### src/rtl/div_pkg.sv
// Shared types and constants for the iterative RV32M divider.
package div_pkg;

  // funct3[1:0] encoding of the four divide/remainder instructions.
  typedef enum logic [1:0] {
    DIV  = 2'b00,
    DIVU = 2'b01,
    REM  = 2'b10,
    REMU = 2'b11
  } div_op_e;

  // Controller states: idle, iterating, sign fix-up, result presented.
  typedef enum logic [1:0] {
    IDLE = 2'b00,
    CALC = 2'b01,
    FIX  = 2'b10,
    DONE = 2'b11
  } div_state_e;

  localparam int          DIV_STEPS = 32;
  localparam logic [31:0] INT_MIN   = 32'h8000_0000;
  localparam logic [31:0] ALL_ONES  = 32'hFFFF_FFFF;

  // Magnitude of a two's-complement word; INT_MIN maps to 2^31 as unsigned.
  function automatic logic [31:0] abs32(input logic [31:0] v);
    return v[31] ? (~v + 32'd1) : v;
  endfunction

endpackage

### src/rtl/div_step.sv
// One restoring-division iteration: shift in a dividend bit, trial-subtract
// the divisor, keep the difference only if it did not go negative.
module div_step (
  input  logic [32:0] rem,
  input  logic        dividend_bit,
  input  logic [31:0] divisor,
  output logic [32:0] rem_next,
  output logic        q_bit
);

  logic [33:0] shifted;
  logic [33:0] diff;

  // The extra top bit acts as the borrow/sign of the trial subtraction.
  always_comb begin
    shifted  = {rem, dividend_bit};
    diff     = shifted - {2'b00, divisor};
    q_bit    = ~diff[33];
    rem_next = q_bit ? diff[32:0] : shifted[32:0];
  end

endmodule

### src/rtl/div_unit.sv
// Iterative 32-bit divider for DIV/DIVU/REM/REMU. Special cases (divide by
// zero, signed overflow) finish in one cycle; everything else runs 32
// restoring steps on magnitudes followed by a sign fix-up cycle.
//
// Handshake: a request is taken on a rising edge where start=1, kill=0 and
// the unit is not busy (IDLE or DONE state). done is a one-cycle pulse with
// result valid in that cycle; result then holds until the next done. There
// is no backpressure on done. kill drops both a pending request and any
// operation in flight without producing done.
module div_unit
  import div_pkg::*;
#(
  parameter int XLEN = 32
) (
  input  logic            clk,
  input  logic            reset,
  input  logic            start,
  input  logic [1:0]      op,
  input  logic [XLEN-1:0] a,
  input  logic [XLEN-1:0] b,
  input  logic            kill,
  output logic            busy,
  output logic            done,
  output logic [XLEN-1:0] result,
  output div_state_e      dbg_state
);

  div_state_e  state_q, state_d;
  logic [4:0]  count_q;
  logic [31:0] dvd_q, dvs_q, quot_q, result_q;
  logic [32:0] rem_q;
  logic        rem_sel_q, neg_q_q, neg_r_q;

  logic        accept, is_signed, div_zero, overflow, special;
  logic [31:0] special_res, fix_val;
  logic [32:0] step_rem;
  logic        step_q_bit;

  div_step u_step (
    .rem          (rem_q),
    .dividend_bit (dvd_q[count_q]),
    .divisor      (dvs_q),
    .rem_next     (step_rem),
    .q_bit        (step_q_bit)
  );

  // Request acceptance, special-case classification and final sign fix-up.
  always_comb begin
    accept      = start && !kill && (state_q == IDLE || state_q == DONE);
    is_signed   = ~op[0];
    div_zero    = (b == '0);
    overflow    = is_signed && (a == INT_MIN) && (b == ALL_ONES);
    special     = div_zero || overflow;
    special_res = '0;
    if (div_zero)
      special_res = op[1] ? a : ALL_ONES;
    else
      special_res = op[1] ? 32'd0 : INT_MIN;
    if (rem_sel_q)
      fix_val = neg_r_q ? (~rem_q[31:0] + 32'd1) : rem_q[31:0];
    else
      fix_val = neg_q_q ? (~quot_q + 32'd1) : quot_q;
  end

  // Next-state logic; kill overrides everything, including a new start.
  always_comb begin
    state_d = state_q;
    if (kill) begin
      state_d = IDLE;
    end else begin
      case (state_q)
        IDLE, DONE: begin
          if (start)
            state_d = special ? DONE : CALC;
          else
            state_d = IDLE;
        end
        CALC:    if (count_q == 5'd0) state_d = FIX;
        FIX:     state_d = DONE;
        default: state_d = IDLE;
      endcase
    end
  end

  // State register.
  always_ff @(posedge clk) begin
    if (reset) state_q <= IDLE;
    else       state_q <= state_d;
  end

  // Operand capture, iteration registers and registered result.
  always_ff @(posedge clk) begin
    if (reset) begin
      count_q   <= '0;
      dvd_q     <= '0;
      dvs_q     <= '0;
      quot_q    <= '0;
      rem_q     <= '0;
      result_q  <= '0;
      rem_sel_q <= 1'b0;
      neg_q_q   <= 1'b0;
      neg_r_q   <= 1'b0;
    end else if (!kill) begin
      if (accept) begin
        rem_sel_q <= op[1];
        if (special) begin
          result_q <= special_res;
        end else begin
          dvd_q   <= is_signed ? abs32(a) : a;
          dvs_q   <= is_signed ? abs32(b) : b;
          neg_q_q <= is_signed && (a[31] ^ b[31]);
          neg_r_q <= is_signed && a[31];
          rem_q   <= '0;
          quot_q  <= '0;
          count_q <= 5'(DIV_STEPS - 1);
        end
      end else if (state_q == CALC) begin
        rem_q   <= step_rem;
        quot_q  <= {quot_q[30:0], step_q_bit};
        count_q <= count_q - 5'd1;
      end else if (state_q == FIX) begin
        result_q <= fix_val;
      end
    end
  end

  // All outputs decode registered state only.
  always_comb begin
    busy      = (state_q == CALC) || (state_q == FIX);
    done      = (state_q == DONE);
    result    = result_q;
    dbg_state = state_q;
  end

endmodule
### config.mk
export PLATFORM = sky130hd
export DESIGN_NAME = div_unit
export DESIGN_NICKNAME = d
export VERILOG_FILES = /design/src/rtl/div_pkg.sv /design/src/rtl/div_step.sv /design/src/rtl/div_unit.sv
export SDC_FILE = /design/constraint.sdc
export NUM_CORES = 1
export LEC_CHECK = 0
export BUFFER_PORTS_ARGS = -buffer_cell sky130_fd_sc_hd__buf_2
export CAP_MARGIN = 20
export CORE_MARGIN = 3
export CORE_UTILIZATION = 30
export DETAILED_ROUTE_END_ITERATION = 8
export SYNTH_ARGS = -nofsm -noshare
export SYNTH_HDL_FRONTEND = slang
export SYNTH_SLANG_ARGS = --single-unit
### constraint.sdc
create_clock -name clk -period 4.7 [get_ports clk]
set_input_delay 0.94 -clock clk [delete_from_list [all_inputs] [get_ports clk]]
set_output_delay 0.94 -clock clk [all_outputs]
set_load 0.02 [all_outputs]
==> results.ini, run 1 <==
[finish]
post-route-util_pct=35.2
nNetsFinal=1681
postLayoutCellArea_sq_um=13400
drive_gt1_share_pct=12.8
mostFrequentLayoutCell=dfxtp_1
final_cell_mix=dfxtp_1, nand2_1, nor2_1, buf_2, a21oi_1
syn_to_final_growth_pct=14.4
fillers=4046
antenna_cells=0

[route]
drt-total-wl_mm=38.4
vias=11400
postRouteAntennaNets=0
detail_route.wl_per_cell_microns=18.4
first_iter_violations=849
drt_drc_violations_left=0
drtPass1Iterations=6
viasPerCell=5.43

[timing]
finalMaxSlewViolations=0
period_share_pct=91.0
rsz0062_at_grt=no
fin_tns_setup_ns=0
hold_violations=0
max_freq_mhz=234
timing.final.setup_violations=0
slew_headroom_pct=32.7
tightest_slew_ns=1.01
worst_slack_ns=0.423
fin_crit_ns=4.28
fin_skew_ns=0.0131

[synthesis]
async_reset_ff_share_pct=0
synth_flop_cell=dfxtp_1
synth_top_area_cell=dfxtp_1
synth_top_area_share_pct=29.3
yosys_warnings=0
synth_edf_count=0
postSynthAreaPerCell_sq_um=7.75
syn_area_sq_um=11700
yosysSeqAreaShare_pct=29.3
synth_area_leaders=dfxtp_1, xnor2_1, nand2_1
netlist_instances=1509
ys_seq_elements=171
syn_nets=1622
yosysUniqueCellTypes=74

[global_routing]
grt_pass1_vias=10900
gr-usage-met2_pct=30.0
met3_usage_pct=4.31
grt_pass1_wl_mm=60.6
gr-max-usage-layer=met2
antenna_found_initial=1
track_usage_pct=18.3
grt_max_degree=70
met1_usage_pct=23.8
overflow=0

[pwr]
p_leak_nw=5.10
switching_share_pct=30.8
seq_power_share_pct=41.8
intPower_mw=2.57
p_sw_mw=1.14
p_clk_share_pct=39.4
p_comb_share_pct=18.8
ir_drop_mv=0.246
total_power_mw=3.71
power_density_nw_per_um2=277

[clock_network]
hold_buffers=0
clk_latency_ns=0.44
numCtsBuffers=17
cts_max_level=4
path_clk_slew_ns=0.08
cts_buffer_depth=2
cts_root_buffer=clkbuf_16
clkSinkCount=171
cts_tree=done

[flow_run]
drv_cap=0

[critical_path]
required_ns=5.06
arrival_ns=4.64
critPathMaxStageDelay_ns=0.53
crit_path_start_kind=flop
crit_chain=mux4_2 -> mux4_2 -> mux2i_1 -> buf_4 -> ha_1 -> inv_1 -> fa_1 -> a211oi_1 -> o21ai_0 -> o211ai_1 -> buf_4 -> a211oi_1 -> o22a_1 -> o311a_1 -> o31ai_1
critPathMaxFanout=12
cp_slowest_cell=dfxtp_2
worstSetupEndpointType=flop
setup.worst_path.class=reg2reg

[floorplan]
initial_core_util_pct=30.7
fp.dieH_microns=203
core_area_sq_um=38000
dieArea_sq_um=41400
ios=106
num_rows=71
die_x_microns=203

[placement]
dp_slack_ns=0.245
gp_congestion=0.904
hpwl_mm=29.3
io_buffers=105
place_area_sq_um=12800

[min_path]
min_path_type=reg2reg

[run_status]
outcome=complete, no violations

## worst max-delay path, delay by kind of cell (launching register included)
kind | cells | cell delay [ns]
AO/OA/AOI/OAI | 7 | 1.56
buffers and inverters | 3 | 0.37
adder cells (fa/ha/maj) | 2 | 0.57
flip-flops | 1 | 0.53
multiplexers | 3 | 1.16
## flip-flops by register name, indices dropped and copies added (netlist names)
| register | count |
|---|---|
| count_q | 5 |
| dbg_state | 2 |
| dvd_q | 32 |
| dvs_q | 32 |
| neg_q_q | 1 |
| neg_r_q | 1 |
| quot_q | 32 |
| rem_q | 33 |
| rem_sel_q | 1 |
| result | 32 |
## power groups by stage
stage / Sequential [mW] / Clock, mW / Combinational (mW)
5_1_grt: 1.56 / 1.54 / 0.768
4_1_cts: 1.55 / 1.48 / 0.690
2_1_floorplan: 1.57 / 0 / 0.463
3_3_place_gp: 1.58 / 0 / 0.681
3_5_place_dp: 1.58 / 0 / 0.685
6_report: 1.55 / 1.46 / 0.696
## area by class of cell
class                           count  area (sq um)  area share (%)
Multi-Input combinational cell   1183          7690            57.5
Sequential cell                   171          3420            25.6
Timing Repair Buffer              136           806            6.03
Tap cell                          511           639            4.78
Clock buffer                       18           429            3.21
Inverter                           59           221            1.66
Clock inverter                     14           158            1.18
## cell usage after synthesis, types with 13 or more instances
master	n
o21ai_0	93
clkbuf_1	83
nor3_1	28
o211ai_1	14
nand4_1	16
dfxtp_1	171
a211oi_1	70
nand3_1	53
nand2_1	164
inv_1	59
xor2_1	63
o31ai_1	21
ha_1	42
o221ai_1	13
a21oi_1	102
mux2i_1	32
or4_1	15
nor2_1	150
o41ai_1	15
nand2b_1	18
xnor2_1	80
a21o_1	20
## timing repair
action                                  4_1_cts  5_1_grt
setup buffers                                 0        0
endpoints found under the setup margin        0       22
gates resized for setup                       0        1
## layer usage
layer  vias to the layer above  wire (microns)
met5                         -              13
met4                         2             971
met3                        52            2490
met2                       276           17800
met1                      5440           17100
li1                       5593               -
## kinds of logic (layout without fill, tap and decap cells)
logic type / Yosys count / in the layout / synth area share, %
buffers and inverters: 155 / 227 / 5.11
adders and majority gates: 43 / 43 / 4.67
muxes: 42 / 42 / 4.67
xor gates and xnor gates: 143 / 143 / 10.7
DFF: 171 / 171 / 29.3
and+or+nand+nor: 517 / 517 / 20.9
AOI/OAI and AO/OA: 438 / 438 / 24.6
## per-stage QoR
| stage | cells | hold WS (ns) |
|---|---|---|
| final | 2092 | 0.444 |
| after global placement | 2059 | 0.434 |
| after floorplan | 1509 | 0.429 |
| after detailed placement | 2059 | 0.435 |
| after global routing | 2092 | 0.464 |
| after CTS | 2091 | 0.446 |
## final timing paths
check	start	endpoint	slack, ns	cells after the start
worst min register to register	result[11]$_SDFFE_PP0P_	result[11]$_SDFFE_PP0P_	0.44	2
worst min-delay path	result[11]$_SDFFE_PP0P_	result[11]$_SDFFE_PP0P_	0.44	2
worst max register to register	count_q[0]$_SDFFE_PP0P_	rem_q[28]$_SDFFE_PP0P_	0.42	15
worst max-delay path	count_q[0]$_SDFFE_PP0P_	rem_q[28]$_SDFFE_PP0P_	0.42	15
Note: power is estimated with default switching activity, not from simulation.
==> run 2: changes to the inputs <==
--- a/config.mk
+++ b/config.mk
@@ -12,4 +12,5 @@
 export DETAILED_ROUTE_END_ITERATION = 8
 export SYNTH_ARGS = -nofsm -noshare
 export SYNTH_HDL_FRONTEND = slang
+export SYNTH_HIERARCHICAL = 1
 export SYNTH_SLANG_ARGS = --single-unit
==> results.ini, run 2 <==
[synthesis]
syn_area_sq_um=12300  ; +5.3%
yosysSeqAreaShare_pct=27.8  ; -1.5 points
yosys_warnings=6  ; +6
synth_top_area_share_pct=27.8  ; -1.5 points
yosysUniqueCellTypes=85  ; +15%
synth_most_common_cell=a21oi_1
ys_seq_elements=171  ; unchanged
syn_nets=1678  ; +3.5%
postSynthAreaPerCell_sq_um=7.87  ; +1.6%
async_reset_ff_share_pct=0  ; unchanged
synth_area_leaders=dfxtp_1, a21oi_1, xnor2_1
synth_edf_count=0  ; unchanged
synth_flop_cell=dfxtp_1
synth_common_cells=a21oi_1, dfxtp_1, nand2_1
netlist_instances=1565  ; +3.7%
synth_top_area_cell=dfxtp_1

[placement]
place_area_sq_um=13300  ; +4.0%
io_buffers=105  ; unchanged
hpwl_mm=31.4  ; +7.3%
gp_congestion=0.864  ; -4.4%

[finish]
post-route-util_pct=34.7  ; -0.51 points
fillers=4209  ; +4.0%
postLayoutCellArea_sq_um=13900  ; +3.9%
top_register=rem_q
largest_reg_flops=33  ; unchanged
mostFrequentLayoutCell=a21oi_1
syn_to_final_growth_pct=12.8
final_cell_mix=a21oi_1, dfxtp_1, nand2_1, buf_2, xnor2_1
nNetsFinal=1711  ; +1.8%
drive_gt1_share_pct=13.8  ; +0.94 points

[clock_network]
cts_max_level=4  ; unchanged
cts_buffer_depth=2  ; unchanged
path_clk_slew_ns=0.08  ; about the same
hold_buffers=0  ; unchanged
cts_tree=done
clkSinkCount=171  ; unchanged
clk_latency_ns=0.45  ; about the same
cts_root_buffer=clkbuf_16
numCtsBuffers=17  ; unchanged

[timing]
period_share_pct=93.8  ; +2.8 points
fin_tns_setup_ns=0  ; unchanged
hold_violations=0  ; unchanged
fin_hold_ws_ns=0.464  ; +0.0209 ns
slew_headroom_pct=33.6  ; +0.89 points
finalMaxSlewViolations=0  ; unchanged
rsz0062_at_grt=no
tightest_slew_ns=0.992  ; -0.0133 ns
fin_crit_ns=4.41  ; +0.130 ns
fin_skew_ns=0.0144  ; +0.00133 ns
timing.final.setup_violations=0  ; unchanged
max_freq_mhz=227  ; -2.9%

[route]
first_iter_violations=1166  ; +37%
drt_drc_violations_left=0  ; unchanged
viasPerCell=5.81  ; +7.0%
drtPass1Iterations=6  ; unchanged
drt-total-wl_mm=42.8  ; +11%
postRouteAntennaNets=0  ; unchanged
vias=12400  ; +9.3%
detail_route.wl_per_cell_microns=20.0  ; +9.0%

[global_routing]
grt_max_degree=77  ; +10%
track_usage_pct=19.0  ; +0.71 points
antenna_found_initial=1  ; unchanged
overflow=0  ; unchanged
grt_pass1_wl_mm=66.9  ; +10%
grt_pass1_vias=11500  ; +5.8%

[floorplan]
fp.dieH_microns=209  ; +2.6%
num_rows=73  ; +2.8%
core_area_sq_um=40100  ; +5.5%
die_x_microns=209  ; +2.6%
dieArea_sq_um=43500  ; +5.2%
ios=106  ; unchanged
initial_core_util_pct=30.7  ; -0.035 points

[pwr]
p_leak_nw=5.15  ; +0.99%
p_sw_mw=1.23  ; +8.2%
seq_power_share_pct=41.5  ; -0.3 points
ir_drop_mv=0.233  ; -5.5%
p_clk_share_pct=38.4  ; -1.0 points
power_density_nw_per_um2=269  ; -2.9%
p_comb_share_pct=20.1  ; +1.3 points
intPower_mw=2.51  ; -2.3%
switching_share_pct=33.0  ; +2.2 points

[critical_path]
critPathMaxStageDelay_ns=0.52  ; about the same
regToRegSetupSlack_ns=0.29  ; -0.13 ns
cp_slowest_cell=mux4_2
worstRegToRegCells=20  ; +5
crit_chain=buf_4 -> mux4_2 -> mux4_2 -> nand2_1 -> o31ai_1 -> buf_4 -> inv_1 -> ha_1 -> fa_1 -> nor2b_1 -> o31a_1 -> o21ai_2 -> a21oi_1 -> a31oi_2 -> nor2_1 -> a31o_2 -> a2111oi_4 -> xor2_1 -> nand2_1 -> a21oi_1
required_ns=5.07  ; about the same
setup.worst_path.class=reg2reg
worstSetupEndpointType=flop
reg2reg_from=count_q[0]$_SDFFE_PP0P_
crit_path_start_kind=flop
crit_end=rem_q[32]$_SDFFE_PP0P_
arrival_ns=4.78  ; +0.14 ns
cp-startpoint=count_q[0]$_SDFFE_PP0P_
reg2reg_to=rem_q[32]$_SDFFE_PP0P_
critPathMaxFanout=8  ; -4

[run_status]
outcome=complete, no violations

[flow_run]
drv_cap=0  ; unchanged

[min_path]
min_path_type=reg2reg

[run 2: cell count changes in the layout (fill, tap and decap cells not counted), moves of 12 or more]
cell and change:
a211oi_1 -13, a21oi_1 +95, mux2i_1 -23, nand2_1 -25, nand3_1 -34, nor2_1 -79
o211ai_1 +55, o21ai_0 -12, o221ai_1 -13, o22ai_1 +13, o31ai_1 +12
[run 2: cells by family (layout without fill, tap and decap cells)]
family          Yosys count  in the layout  synth area share, %
xor+xnor                145            145                 10.5
fa+ha+maj                43             43                 4.43
compound gates          612            612                 33.2
other cells               0              1                    0
simple gates            393            393                 15.8
mux                      21             21                 2.47
buf+inv                 180            226                 5.85
flops                   171            171                 27.8
[run 2: repair_timing]
| item | CTS | global route |
|---|---|---|
| setup endpoints to repair | 0 | 28 |
| gates resized for setup | 0 | 2 |
| setup buffers | 0 | 0 |
[run 2: metal layers]
metal | GRT usage [%] | vias to the layer above | wire [microns]
li1 | - | 5913 | -
met1 | 26.3 | 5979 | 19100
met2 | 30.3 | 477 | 19600
met3 | 3.35 | 53 | 2930
met4 | 5.75 | 0 | 1100
met5 | 0 | - | 0
[run 2: metrics by stage]
stage	power [mW]	std cells	worst slack, ns
after floorplan	2.07	1565	0.420
after global placement	2.31	2102	0.353
after detailed placement	2.32	2102	0.313
after CTS	3.75	2134	0.260
after global routing	3.90	2137	0.0141
final	3.74	2137	0.293
[run 2: cell type report]
class                           instances  area, sq um  share of cell area [%]
Multi-Input combinational cell       1214         8200                    59.0
Sequential cell                       171         3420                    24.6
Timing Repair Buffer                  134          803                    5.78
Tap cell                              525          657                    4.73
Clock buffer                           18          439                    3.16
Inverter                               60          225                    1.62
Clock inverter                         14          145                    1.04
Antenna cell                            1         2.50                  0.0180
[run 2: power by group through the flow]
stage | clock network (mW) | registers, mW | logic, mW
after detailed placement | 0 | 1.58 | 0.736
after global placement | 0 | 1.58 | 0.727
after CTS | 1.46 | 1.55 | 0.738
after global routing | 1.52 | 1.56 | 0.823
after floorplan | 0 | 1.57 | 0.499
final | 1.44 | 1.55 | 0.752
[run 2: critical path, delay by kind of cell (launching register included)]
family | cells | cell delay (ns)
and+or+nand+nor | 4 | 0.32
xor gates and xnor gates | 1 | 0.18
adders and majority gates | 2 | 0.39
buffers and inverters | 3 | 0.39
AOI/OAI and AO/OA | 8 | 1.72
DFF | 1 | 0.33
muxes | 2 | 0.98
[run 2: worst min path at each step]
stage / start / cells past startpoint / slack [ns] / end
4_1_cts: result[22]$_SDFFE_PP0P_ / 1 / 0.47 / result[22]$_SDFFE_PP0P_
5_1_grt: result[22]$_SDFFE_PP0P_ / 1 / 0.49 / result[22]$_SDFFE_PP0P_
6_report: result[22]$_SDFFE_PP0P_ / 1 / 0.46 / result[22]$_SDFFE_PP0P_
2_1_floorplan: dvd_q[31]$_SDFFE_PP0P_ / 2 / 0.45 / dvd_q[31]$_SDFFE_PP0P_
3_5_place_dp: result[22]$_SDFFE_PP0P_ / 1 / 0.45 / result[22]$_SDFFE_PP0P_
3_3_place_gp: result[24]$_SDFFE_PP0P_ / 1 / 0.45 / result[24]$_SDFFE_PP0P_
==> run 3: changes to the inputs <==
--- a/config.mk
+++ b/config.mk
@@ -10,6 +10,7 @@
 export CORE_MARGIN = 3
 export CORE_UTILIZATION = 30
 export DETAILED_ROUTE_END_ITERATION = 8
+export PLACE_DENSITY = 0.44
 export SYNTH_ARGS = -nofsm -noshare
 export SYNTH_HDL_FRONTEND = slang
 export SYNTH_HIERARCHICAL = 1
==> results.ini, run 3 (synthesis results as in run 2) <==
[critical_path]
crit_chain=buf_12 -> mux4_2 -> mux4_2 -> nand2_1 -> o31ai_2 -> inv_1 -> ha_1 -> fa_1 -> nor2b_1 -> o31a_1 -> o21ai_2 -> a21oi_1 -> a31oi_2 -> nor2_1 -> a31o_2 -> a2111oi_4 -> xor2_1 -> nand2_1 -> a21oi_1
required_ns=5.08  ; about the same
cp.buffers_inverters=2  ; -1
cp-startpoint=count_q[0]$_SDFFE_PP0P_
regToRegSetupSlack_ns=0.28  ; about the same
cp_top_family=compound AO/OA/AOI/OAI gates
worstSetupEndpointType=flop
crit_end=rem_q[32]$_SDFFE_PP0P_
cp_slowest_cell=mux4_2
setup.worst_path.class=reg2reg
crit_path_start_kind=flop
reg2reg_from=count_q[0]$_SDFFE_PP0P_
worstRegToRegCells=19  ; -5.0%
critPathMaxStageDelay_ns=0.51  ; about the same
arrival_ns=4.79  ; about the same
critPathMaxFanout=8  ; unchanged
path_depth=19  ; -5.0%
reg2reg_to=rem_q[32]$_SDFFE_PP0P_

[finish]
final_cells=2141  ; +0.19%
post-route-util_pct=35.0  ; +0.34 points
antenna_cells=0  ; -1
postLayoutCellArea_sq_um=14000  ; +0.99%
final_cell_mix=a21oi_1, dfxtp_1, nand2_1, buf_2, xnor2_1
top_register=rem_q
mostFrequentLayoutCell=a21oi_1
register_area_sq_um=3420  ; unchanged
largest_reg_flops=33  ; unchanged
fillers=4198  ; -0.26%
syn_to_final_growth_pct=14.0
nNetsFinal=1716  ; +0.29%
drive_gt1_share_pct=14.0  ; +0.27 points
multi_input_area_sq_um=8200  ; unchanged

[clock_network]
cts_root_buffer=clkbuf_16
numCtsBuffers=17  ; unchanged
clkSinkCount=171  ; unchanged
cts_buffer_depth=2  ; unchanged
cts_tree=done
hold_buffers=0  ; unchanged
postCtsSetupBuffers=0  ; unchanged
cts_max_level=4  ; unchanged
path_clk_slew_ns=0.07  ; about the same
cts_resized=0  ; unchanged
clk_latency_ns=0.45  ; about the same

[floorplan]
ios=106  ; unchanged
core_area_sq_um=40100  ; unchanged
num_rows=73  ; unchanged
die_x_microns=209  ; unchanged
fp.dieH_microns=209  ; unchanged
initial_core_util_pct=30.7  ; unchanged
dieArea_sq_um=43500  ; unchanged

[pwr]
intPower_mw=2.78  ; +11%
ir_drop_mv=0.222  ; -4.6%
power_density_nw_per_um2=284  ; +5.5%
switching_share_pct=30.2  ; -2.8 points
p_leak_nw=5.22  ; +1.3%
p_sw_mw=1.20  ; -2.4%
p_comb_share_pct=19.4  ; -0.7 points
seq_power_share_pct=38.9  ; -2.6 points
p_clk_share_pct=41.7  ; +3.3 points

[global_routing]
overflow=0  ; unchanged
grt_pass1_vias=11600  ; +0.83%
track_usage_pct=20.7  ; +1.7 points
grt_pass1_wl_mm=71.3  ; +6.7%
antenna_found_initial=0  ; -1
grt_max_degree=108  ; +40%

[placement]
placed_cells=2109  ; +0.33%
gp_congestion=0.849  ; -1.7%
io_buffers=105  ; unchanged
place_area_sq_um=13400  ; +0.64%
hpwl_mm=33.6  ; +7.0%

[flow_run]
drv_cap=0  ; unchanged

[timing]
max_freq_mhz=226  ; -0.18%
hold_violations=0  ; unchanged
fin_crit_ns=4.42  ; +0.00814 ns
fin_hold_ws_ns=0.464  ; -0.000628 ns
finalMaxSlewViolations=0  ; unchanged
period_share_pct=93.9  ; +0.17 points
tightest_slew_ns=1.07  ; +0.0732 ns
rsz0062_at_grt=no
timing.final.setup_violations=0  ; unchanged
slew_headroom_pct=28.8  ; -4.8 points
fin_tns_setup_ns=0  ; unchanged
fin_skew_ns=0.0114  ; -0.00299 ns

[route]
drt_drc_violations_left=0  ; unchanged
postRouteAntennaNets=0  ; unchanged
vias=12200  ; -1.7%
first_iter_violations=787  ; -33%
drt-total-wl_mm=46.0  ; +7.6%
detail_route.wl_per_cell_microns=21.5  ; +7.4%
viasPerCell=5.70  ; -1.9%
drtPass1Iterations=5  ; -1

[min_path]
min_path_type=reg2reg

[run_status]
outcome=complete, no violations

run 3: cell count changes in the layout (fill, tap and decap cells not counted), moves of 2 or more:
cell       before  now
bufinv_16       0    5
clkbuf_8        1    3
inv_6           4    1
inv_8           4    1
buf_4          25   29
clkinv_8        2    0
run 3: metal layers:
| layer | wire length, microns | vias to the layer above | track usage (%) |
|---|---|---|---|
| met5 | 0 | - | 0 |
| met4 | 1160 | 0 | 6.24 |
| met3 | 2050 | 49 | 2.94 |
| met2 | 21200 | 330 | 33.3 |
| met1 | 21600 | 5916 | 28.9 |
| li1 | - | 5916 | - |
run 3: worst min-delay path by stage:
stage	from	endpoint	slack, ns	depth (start not counted)
2_1_floorplan	dvd_q[31]$_SDFFE_PP0P_	dvd_q[31]$_SDFFE_PP0P_	0.45	2
3_3_place_gp	result[25]$_SDFFE_PP0P_	result[25]$_SDFFE_PP0P_	0.45	1
3_5_place_dp	result[25]$_SDFFE_PP0P_	result[25]$_SDFFE_PP0P_	0.45	1
4_1_cts	result[25]$_SDFFE_PP0P_	result[25]$_SDFFE_PP0P_	0.47	1
5_1_grt	result[24]$_SDFFE_PP0P_	result[24]$_SDFFE_PP0P_	0.48	1
6_report	result[24]$_SDFFE_PP0P_	result[24]$_SDFFE_PP0P_	0.46	1
run 3: worst reg2reg max path: stages (launching register included):
cell       delay (ns)
dfxtp_2          0.42
buf_12           0.16
mux4_2           0.51
mux4_2           0.49
nand2_1          0.10
o31ai_2          0.11
inv_1            0.08
ha_1             0.19
fa_1             0.22
nor2b_1          0.07
o31a_1           0.28
o21ai_2          0.21
a21oi_1          0.15
a31oi_2          0.30
nor2_1           0.10
a31o_2           0.30
a2111oi_4        0.31
xor2_1           0.17
nand2_1          0.06
a21oi_1          0.13
run 3: power groups by stage:
stage | combinational (mW) | sequential (mW) | clock [mW]
floorplan | 0.499 | 1.57 | 0
global placement | 0.767 | 1.58 | 0
detailed placement | 0.771 | 1.58 | 0
CTS | 0.774 | 1.55 | 1.70
global route | 0.850 | 1.56 | 1.75
finish | 0.774 | 1.55 | 1.66
run 3: cell type report:
type | count | share of cell area (%)
flip-flops and latches | 171 | 24.4
inverters | 60 | 1.60
clock inverters | 12 | 1.48
multi-input cells | 1214 | 58.4
well taps | 525 | 4.68
clock buffers | 20 | 3.33
repair buffers | 139 | 6.08
run 3: metrics by stage:
| stage | setup slack (ns) | total power [mW] |
|---|---|---|
| floorplan | 0.420 | 2.07 |
| global placement | 0.230 | 2.35 |
| detailed placement | 0.163 | 2.36 |
| CTS | 0.130 | 4.02 |
| global route | 0.0403 | 4.16 |
| finish | 0.285 | 3.99 |
